[src/rtl/udp_rx_frame_unpack_pkg.sv]
// Shared types and constants for the UDP receive frame unpacker.
package udp_rx_pkg;

  localparam logic [31:0] FRAME_HEAD_DEFAULT = 32'hF3ED7A93;
  localparam int unsigned FIFO_DEPTH_MIN     = 4;

  typedef enum logic {
    HUNT,
    PAYLOAD
  } state_e;

  // FIFO entry layout is {sof, eof, data}
  function automatic int unsigned entry_w(input int unsigned out_bytes);
    return 2 + 8 * out_bytes;
  endfunction

endpackage

[src/rtl/udp_rx_frame_unpack_if.sv]
// Valid/ready word stream with start/end-of-frame markers.
interface udp_rx_frame_unpack_if #(
  parameter int unsigned OUT_BYTES = 2
) ();

  logic                   m_valid;
  logic                   m_ready;
  logic [8*OUT_BYTES-1:0] m_data;
  logic                   m_sof;
  logic                   m_eof;

  modport master (output m_valid, m_data, m_sof, m_eof, input m_ready);
  modport slave  (input m_valid, m_data, m_sof, m_eof, output m_ready);

endinterface

[src/rtl/udp_rx_frame_unpack_sync_fifo.sv]
// Single-clock FIFO with show-ahead output; a push into a full FIFO is accepted only alongside a pop.
module udp_rx_sync_fifo #(
  parameter int unsigned WIDTH = 18,
  parameter int unsigned DEPTH = 16
) (
  input  logic             clk,
  input  logic             rst_n,
  input  logic             push_i,
  input  logic [WIDTH-1:0] din_i,
  input  logic             pop_i,
  output logic [WIDTH-1:0] dout_o,
  output logic             full_o,
  output logic             empty_o
);

  localparam int unsigned AW = $clog2(DEPTH);

  logic [WIDTH-1:0] mem_q [DEPTH];
  logic [AW-1:0]    wr_ptr_q, rd_ptr_q;
  logic [AW:0]      count_q;
  logic             do_push, do_pop;

  assign full_o  = (count_q == (AW+1)'(DEPTH));
  assign empty_o = (count_q == '0);
  assign do_pop  = pop_i && !empty_o;
  assign do_push = push_i && (!full_o || do_pop);
  assign dout_o  = empty_o ? '0 : mem_q[rd_ptr_q];

  always_ff @(posedge clk) begin
    if (!rst_n) begin
      wr_ptr_q <= '0;
      rd_ptr_q <= '0;
      count_q  <= '0;
    end else begin
      if (do_push) wr_ptr_q <= wr_ptr_q + AW'(1);
      if (do_pop)  rd_ptr_q <= rd_ptr_q + AW'(1);
      count_q <= count_q + (AW+1)'(do_push) - (AW+1)'(do_pop);
    end
  end

  always_ff @(posedge clk) begin
    if (do_push) mem_q[wr_ptr_q] <= din_i;
  end

endmodule

[src/rtl/udp_rx_frame_unpack.sv]
// Hunts a frame head in the UDP payload stream, packs the frame MSB-first into words
// and delivers them with sof/eof markers through an output FIFO.
module udp_rx_frame_unpack
  import udp_rx_pkg::*;
#(
  parameter logic [31:0] FRAME_HEAD = FRAME_HEAD_DEFAULT,
  parameter int unsigned HEAD_BYTES = 4,
  parameter int unsigned OUT_BYTES  = 2,
  parameter int unsigned FIFO_DEPTH = 16,
  parameter int unsigned LEN_W      = 25
) (
  input  logic             app_rx_clk,
  input  logic             rstn,
  input  logic             app_rx_data_valid,
  input  logic [7:0]       app_rx_data,
  input  logic [LEN_W-1:0] app_rx_data_total,
  udp_rx_frame_unpack_if.master m,
  output logic             frame_err,
  output logic             overflow,
  output logic [15:0]      frame_cnt
);

  localparam int unsigned DW    = 8 * OUT_BYTES;
  localparam int unsigned HW    = 8 * HEAD_BYTES;
  localparam int unsigned EW    = entry_w(OUT_BYTES);
  localparam int unsigned IDX_W = (OUT_BYTES > 1) ? $clog2(OUT_BYTES) : 1;
  localparam logic [HW-1:0] HEAD = FRAME_HEAD[HW-1:0];

  if (FIFO_DEPTH < FIFO_DEPTH_MIN || (FIFO_DEPTH & (FIFO_DEPTH - 1)) != 0) begin : g_bad_depth
    $error("FIFO_DEPTH must be a power of two of at least 4");
  end

  state_e           state_q, state_d;
  logic [HW-1:0]    head_q, head_d, head_next;
  logic [LEN_W-1:0] len_q, len_d, cnt_q, cnt_d;
  logic [DW-1:0]    pack_q, pack_d, word;
  logic [IDX_W-1:0] idx_q, idx_d;
  logic             first_q, first_d;
  logic             push_q, push_d;
  logic [EW-1:0]    push_word_q, push_word_d;
  logic             frame_err_q, frame_err_d;
  logic             overflow_q, overflow_d;
  logic [15:0]      frame_cnt_q, frame_cnt_d;
  logic             last_byte;

  logic          fifo_full, fifo_empty, pop, drop;
  logic [EW-1:0] fifo_dout;

  // A simultaneous pop frees the slot, so only a push without a pop is dropped
  assign pop  = m.m_valid && m.m_ready;
  assign drop = push_q && fifo_full && !pop;

  always_comb begin
    state_d     = state_q;
    head_d      = head_q;
    len_d       = len_q;
    cnt_d       = cnt_q;
    pack_d      = pack_q;
    idx_d       = idx_q;
    first_d     = first_q;
    push_d      = 1'b0;
    push_word_d = push_word_q;
    frame_err_d = drop;
    overflow_d  = overflow_q | drop;
    frame_cnt_d = frame_cnt_q;
    head_next   = HW'({head_q, app_rx_data});
    last_byte   = (cnt_q + LEN_W'(1) == len_q);
    word        = pack_q;
    for (int unsigned b = 0; b < OUT_BYTES; b++) begin
      if (idx_q == IDX_W'(b)) word[DW-1-8*b -: 8] = app_rx_data;
    end

    case (state_q)
      HUNT: begin
        if (app_rx_data_valid) begin
          head_d = head_next;
          if (head_next == HEAD) begin
            head_d  = '0;
            len_d   = app_rx_data_total;
            cnt_d   = '0;
            pack_d  = '0;
            idx_d   = '0;
            first_d = 1'b1;
            if (app_rx_data_total == '0) frame_err_d = 1'b1;
            else                         state_d     = PAYLOAD;
          end
        end
      end
      PAYLOAD: begin
        if (app_rx_data_valid) begin
          cnt_d = cnt_q + LEN_W'(1);
          if (idx_q == IDX_W'(OUT_BYTES - 1) || last_byte) begin
            push_d      = 1'b1;
            push_word_d = {first_q, last_byte, word};
            pack_d      = '0;
            idx_d       = '0;
            first_d     = 1'b0;
          end else begin
            pack_d = word;
            idx_d  = idx_q + IDX_W'(1);
          end
          if (last_byte) begin
            state_d     = HUNT;
            head_d      = '0;
            frame_cnt_d = frame_cnt_q + 16'd1;
          end
        end
      end
    endcase
  end

  always_ff @(posedge app_rx_clk) begin
    if (!rstn) begin
      state_q     <= HUNT;
      head_q      <= '0;
      len_q       <= '0;
      cnt_q       <= '0;
      pack_q      <= '0;
      idx_q       <= '0;
      first_q     <= 1'b0;
      push_q      <= 1'b0;
      push_word_q <= '0;
      frame_err_q <= 1'b0;
      overflow_q  <= 1'b0;
      frame_cnt_q <= '0;
    end else begin
      state_q     <= state_d;
      head_q      <= head_d;
      len_q       <= len_d;
      cnt_q       <= cnt_d;
      pack_q      <= pack_d;
      idx_q       <= idx_d;
      first_q     <= first_d;
      push_q      <= push_d;
      push_word_q <= push_word_d;
      frame_err_q <= frame_err_d;
      overflow_q  <= overflow_d;
      frame_cnt_q <= frame_cnt_d;
    end
  end

  udp_rx_sync_fifo #(
    .WIDTH (EW),
    .DEPTH (FIFO_DEPTH)
  ) u_fifo (
    .clk     (app_rx_clk),
    .rst_n   (rstn),
    .push_i  (push_q),
    .din_i   (push_word_q),
    .pop_i   (pop),
    .dout_o  (fifo_dout),
    .full_o  (fifo_full),
    .empty_o (fifo_empty)
  );

  assign m.m_valid                     = !fifo_empty;
  assign {m.m_sof, m.m_eof, m.m_data}  = fifo_dout;
  assign frame_err                     = frame_err_q;
  assign overflow                      = overflow_q;
  assign frame_cnt                     = frame_cnt_q;

endmodule

[src/flat_wrapper.sv]
// flat-port wrapper written by rule: the top's interface ports become plain ports
module udp_rx_frame_unpack_flat import udp_rx_pkg::*;
#(
  parameter logic [31:0] FRAME_HEAD = FRAME_HEAD_DEFAULT,
  parameter int unsigned HEAD_BYTES = 4,
  parameter int unsigned OUT_BYTES  = 2,
  parameter int unsigned FIFO_DEPTH = 16,
  parameter int unsigned LEN_W      = 25
)
  (app_rx_clk, rstn, app_rx_data_valid, app_rx_data, app_rx_data_total, frame_err, overflow, frame_cnt, m_m_valid, m_m_data, m_m_sof, m_m_eof, m_m_ready);
  udp_rx_frame_unpack_if #(.OUT_BYTES(OUT_BYTES)) m_i ();
  input  logic app_rx_clk;
  input  logic rstn;
  input  logic app_rx_data_valid;
  input  logic [7:0] app_rx_data;
  input  logic [LEN_W-1:0] app_rx_data_total;
  output logic frame_err;
  output logic overflow;
  output logic [15:0] frame_cnt;
  output wire logic [$bits(m_i.m_valid)-1:0] m_m_valid;
  output wire logic [$bits(m_i.m_data)-1:0] m_m_data;
  output wire logic [$bits(m_i.m_sof)-1:0] m_m_sof;
  output wire logic [$bits(m_i.m_eof)-1:0] m_m_eof;
  input wire logic [$bits(m_i.m_ready)-1:0] m_m_ready;
  assign m_m_valid = m_i.m_valid;
  assign m_m_data = m_i.m_data;
  assign m_m_sof = m_i.m_sof;
  assign m_m_eof = m_i.m_eof;
  assign m_i.m_ready = m_m_ready;
  udp_rx_frame_unpack #(.FRAME_HEAD(FRAME_HEAD), .HEAD_BYTES(HEAD_BYTES), .OUT_BYTES(OUT_BYTES), .FIFO_DEPTH(FIFO_DEPTH), .LEN_W(LEN_W)) u_core (.app_rx_clk(app_rx_clk), .rstn(rstn), .app_rx_data_valid(app_rx_data_valid), .app_rx_data(app_rx_data), .app_rx_data_total(app_rx_data_total), .m(m_i), .frame_err(frame_err), .overflow(overflow), .frame_cnt(frame_cnt));
endmodule
[config.mk]
export PLATFORM = sky130hd
export DESIGN_NAME = udp_rx_frame_unpack_flat
export DESIGN_NICKNAME = d
export VERILOG_FILES = /design/src/rtl/udp_rx_frame_unpack_pkg.sv /design/src/rtl/udp_rx_frame_unpack_if.sv /design/src/rtl/udp_rx_frame_unpack_sync_fifo.sv /design/src/rtl/udp_rx_frame_unpack.sv /design/src/flat_wrapper.sv
export SDC_FILE = /design/constraint.sdc
export NUM_CORES = 1
export LEC_CHECK = 0
export ABC_CLOCK_PERIOD_IN_PS = 4000
export CAP_MARGIN = 25
export CORE_ASPECT_RATIO = 1.75
export CORE_UTILIZATION = 60
export CTS_BUF_LIST = sky130_fd_sc_hd__clkbuf_16
export CTS_CLUSTER_SIZE = 28
export DETAILED_ROUTE_END_ITERATION = 6
export PLACE_DENSITY_LB_ADDON = 0.12
export SLEW_MARGIN = 20
export SYNTH_ARGS = -nofsm -noshare
export SYNTH_HDL_FRONTEND = slang
export SYNTH_SLANG_ARGS = --single-unit
[constraint.sdc]
create_clock -name app_rx_clk -period 4 [get_ports app_rx_clk]
set_input_delay 1 -clock app_rx_clk [delete_from_list [all_inputs] [get_ports app_rx_clk]]
set_output_delay 1 -clock app_rx_clk [all_outputs]
set_load 0.01 [all_outputs]
==> reports/qor.csv <==
stage,metric,value,unit
logic_synthesis,sequential share of the synthesized area,63.8,%
logic_synthesis,"FF+latch count, synth",435,
clock_tree,clock-pin transition on the worst setup and hold timing paths,70,ps
pwr,Switching Share,22.7,%
pwr,PwrDens,457,nW/um^2
setup_path,Startpoint Class,register,
setup_path,Worst Setup End Kind,output port,
layout,multi-input logic area,6220,sq um
clock_tree,clk sink count,435,
logic_synthesis,post-synthesis simple-gate area fraction,10.5,%
setup_path,CP peak stage delay,520,ps
placed_design,PortBufs,73,
logic_synthesis,post-synthesis mux area share,14.4,%
detailed_routing,Initial DRC Count,735,
clock_tree,"Clk Latency, worst-skew pair",530,ps
die,I/O pins,74,
logic_synthesis,Yosys top cell area share,47.6,%
sta,Slew @ Worst Pin,985,ps
clock_tree,Max H-tree Level,2,
logic_synthesis,"Top FF cell, synth",edfxtp_1,
setup_path,Worst path slowest cell,mux4_2,
logic_synthesis,yosys warns,0,
global_routing,antenna violations before repair,0,
sta,final max-slew violation count,0,
logic_synthesis,Synth Area in XOR/XNOR,2.11,%
sta,final hold viol count,0,
layout,Layout area overhead,15.5,%
clock_tree,TritonCTS Buffers,38,
placed_design,placed wire-length estimate,26800,microns
setup_path,critical path cell sequence,bufbuf_16 > mux4_2 > mux4_2 > nor2b_1 > clkdlybuf4s50_1,
job,MaxCap Viol Count,0,
logic_synthesis,Post-synth EDFFs,288,
logic_synthesis,count of cell types in the netlist,68,
die,Die Ht,232,microns
global_routing,global-route wire length before repair,65500,microns
logic_synthesis,most frequent cells after synthesis,"288 x edfxtp_1, 147 x dfxtp_1, 117 x nor2_1",
pwr,peak supply drop,0.000311,V
logic_synthesis,largest family of logic cells by synthesized area,multiplexers,
die,overall die width,134,microns
min_path,worst hold path type,reg -> reg,
pwr,Clock power frac,37.5,%
sta,setup TNS,0,ps
die,core area,29600,sq um
global_routing,vias in the first global route,11400,
logic_synthesis,Syn Nets,1321,
setup_path,Reg2Reg Launch Point,u_core.cnt_q[1],
detailed_routing,final wirelength,42600,microns
detailed_routing,vias per cell,6.27,
die,Starting Density,61.4,%
sta,Slew headroom,34.3,%
pwr,Reg power frac,50.3,%
die,Die ar.,31000,sq um
pwr,P_sw,2.18,mW
sta,Clock Skew,12.3,ps
setup_path,Worst path top cell family by delay,multiplexers,
clock_tree,CTS tree,built,
logic_synthesis,post-synth top area cell,edfxtp_1,
clock_tree,root buf cell,clkbuf_16,
setup_path,critical path peak fanout,5,
setup_path,Worst Path Required,3000,ps
detailed_routing,routed length per instance,23.9,microns
sta,minimum clock period,3930,ps
detailed_routing,vias,11200,
logic_synthesis,synth top area cells,"edfxtp_1 48%, dfxtp_1 16%, mux4_2 11%",
logic_synthesis,cell count after synthesis,1270,
setup_path,worst path arrival time,2930,ps
logic_synthesis,Adder-Cell Fraction of Synth Area,1.01,%
detailed_routing,Routed Antenna Nets,0,
layout,final design utilization,70.9,%
sta,RSZ-0062 raised after global routing,no,
placed_design,GP Congestion,0.900,
pwr,P_leak,8.18,nW
setup_path,critical path type,reg -> out,
detailed_routing,drt first pass iters,5,
logic_synthesis,Compound-Gate Fraction of Synth Area,5.90,%
logic_synthesis,synthesized area per cell,14.3,sq um
sta,Fmax achieved,0.255,GHz
layout,Layout fillers,2022,
pwr,Int Power,7.41,mW
layout,share of cells above drive strength 1,18.2,%
sta,Setup-failing EPs final,0,
outcome,status,completed,
setup_path,Most common cell on crit path,mux4_2,
logic_synthesis,"count leader, synth",edfxtp_1,
clock_tree,deepest clock path buffer count,3,
setup_path,Bufs and invs on worst path,2,
sta,fin crit share,98.2,%
pwr,Logic pwr share,12.1,%
logic_synthesis,synthesized cell area,18200,sq um
global_routing,pin count of the biggest net entering global routing,81,
layout,Layout Nets,1421,
layout,total area of sequential cells,11600,sq um
pwr,Pwr Total,9.59,mW
die,row cnt,83,
global_routing,total gr overflow,0,
layout,ant diodes,0,
global_routing,total track usage,28.7,%
detailed_routing,drc violations,0,
min_path,Hold Crit Start,u_core.pack_q[7],
logic_synthesis,share of synthesized registers carrying an async set or reset,0,%
kinds of logic (layout without fill, tap and decap cells):
group,count (synthesis),in the layout
DFF,435,435
xor gates and xnor gates,42,42
AOI/OAI and AO/OA,155,155
adders and majority gates,14,14
buffers and inverters,104,232
muxes,147,147
and+or+nand+nor,373,373
layout by cell type, fill, tap and decap left out, drive strengths merged, types with 9 or more instances in the layout:
cell	instances
a21oi	31
a22o	24
and2	12
buf	70
clkbuf	39
clkdlybuf4s50	56
clkinv	12
dfxtp	147
dlygate4sd2	13
edfxtp	288
ha	13
inv	31
mux2i	49
mux4	90
nand2	71
nand2b	14
nand3	27
nand4	23
nor2	117
nor2b	31
nor3	22
nor4	14
o21ai	37
or4	9
xnor2	23
xor2	18
per-stage QoR:
| step | hold WS (ps) | setup WS, ps | std cells | instance area (sq um) |
|---|---|---|---|---|
| after floorplan | 407 | 699 | 1270 | 18200 |
| after detailed placement | 418 | 179 | 1701 | 19600 |
| after global placement | 413 | 234 | 1700 | 19600 |
| final | 429 | 70.8 | 1780 | 21000 |
| after global routing | 454 | 26.1 | 1780 | 21000 |
| after CTS | 429 | 3.04 | 1780 | 21000 |
layer usage:
layer  vias to the layer above  track usage [%]  part of all wire [%]
met3                       107             3.12                   3.8
met1                      5641             30.7                    35
li1                       5066                -                     -
met5                         -                0                     0
met2                       343             55.2                    57
met4                         0             13.8                   4.7
tightest hold or removal path: cells and delay by family, from the launching register on:
| family | cells | cell delay, ps |
|---|---|---|
| DFF | 1 | 310 |
| and+or+nand+nor | 2 | 80 |
state kept, by name, indices dropped and copies added, names as in the netlist, named ones only:
register / cells
u_core.idx_q: 1
u_core.push_word_q: 18
u_core.u_fifo.rd_ptr_q: 4
u_core.pack_q: 16
u_core.head_q: 24
u_core.state_q: 1
u_core.len_q: 25
u_core.frame_err: 1
u_core.u_fifo.mem_q: 288
u_core.cnt_q: 25
u_core.frame_cnt: 16
u_core.u_fifo.wr_ptr_q: 4
u_core.first_q: 1
u_core.push_q: 1
u_core.overflow: 1
u_core.u_fifo.count_q: 5
power by group through the flow:
| stage | sequential, mW | combinational [mW] | clock [mW] |
|---|---|---|---|
| CTS | 4.83 | 1.18 | 3.64 |
| global route | 4.83 | 1.26 | 3.79 |
| finish | 4.83 | 1.17 | 3.60 |
| global placement | 4.94 | 0.985 | 0 |
| floorplan | 4.90 | 0.691 | 0 |
| detailed placement | 4.94 | 0.995 | 0 |
final timing paths:
| check | end | slack, ps | depth (start not counted) |
|---|---|---|---|
| min | u_core.pack_q[7] | 430 | 2 |
| max | m_m_data[6] | 70 | 5 |
| max reg2reg | u_core.frame_cnt[3] | 280 | 9 |
| min reg2reg | u_core.pack_q[7] | 430 | 2 |
final cells by class:
cell class                      instances  area share, %
Clock buffer                           39           4.65
Tap cell                              382           2.28
Inverter                               19          0.340
Timing Repair Buffer                  145           6.70
Multi-Input combinational cell        731           29.7
Sequential cell                       435           55.3
Clock inverter                         29           1.10
repair_timing:
| item | 4_1_cts | 5_1_grt |
|---|---|---|
| cloned | 3 | 0 |
| hold buffers | 0 | 0 |
| setup endpoints to repair | 13 | 32 |
| gates resized for setup | 14 | 4 |
| endpoints found under the hold margin | 0 | 0 |
| pin swaps | 0 | 0 |
| setup buffers | 8 | 0 |
Note: power is estimated with default switching activity, not from simulation.
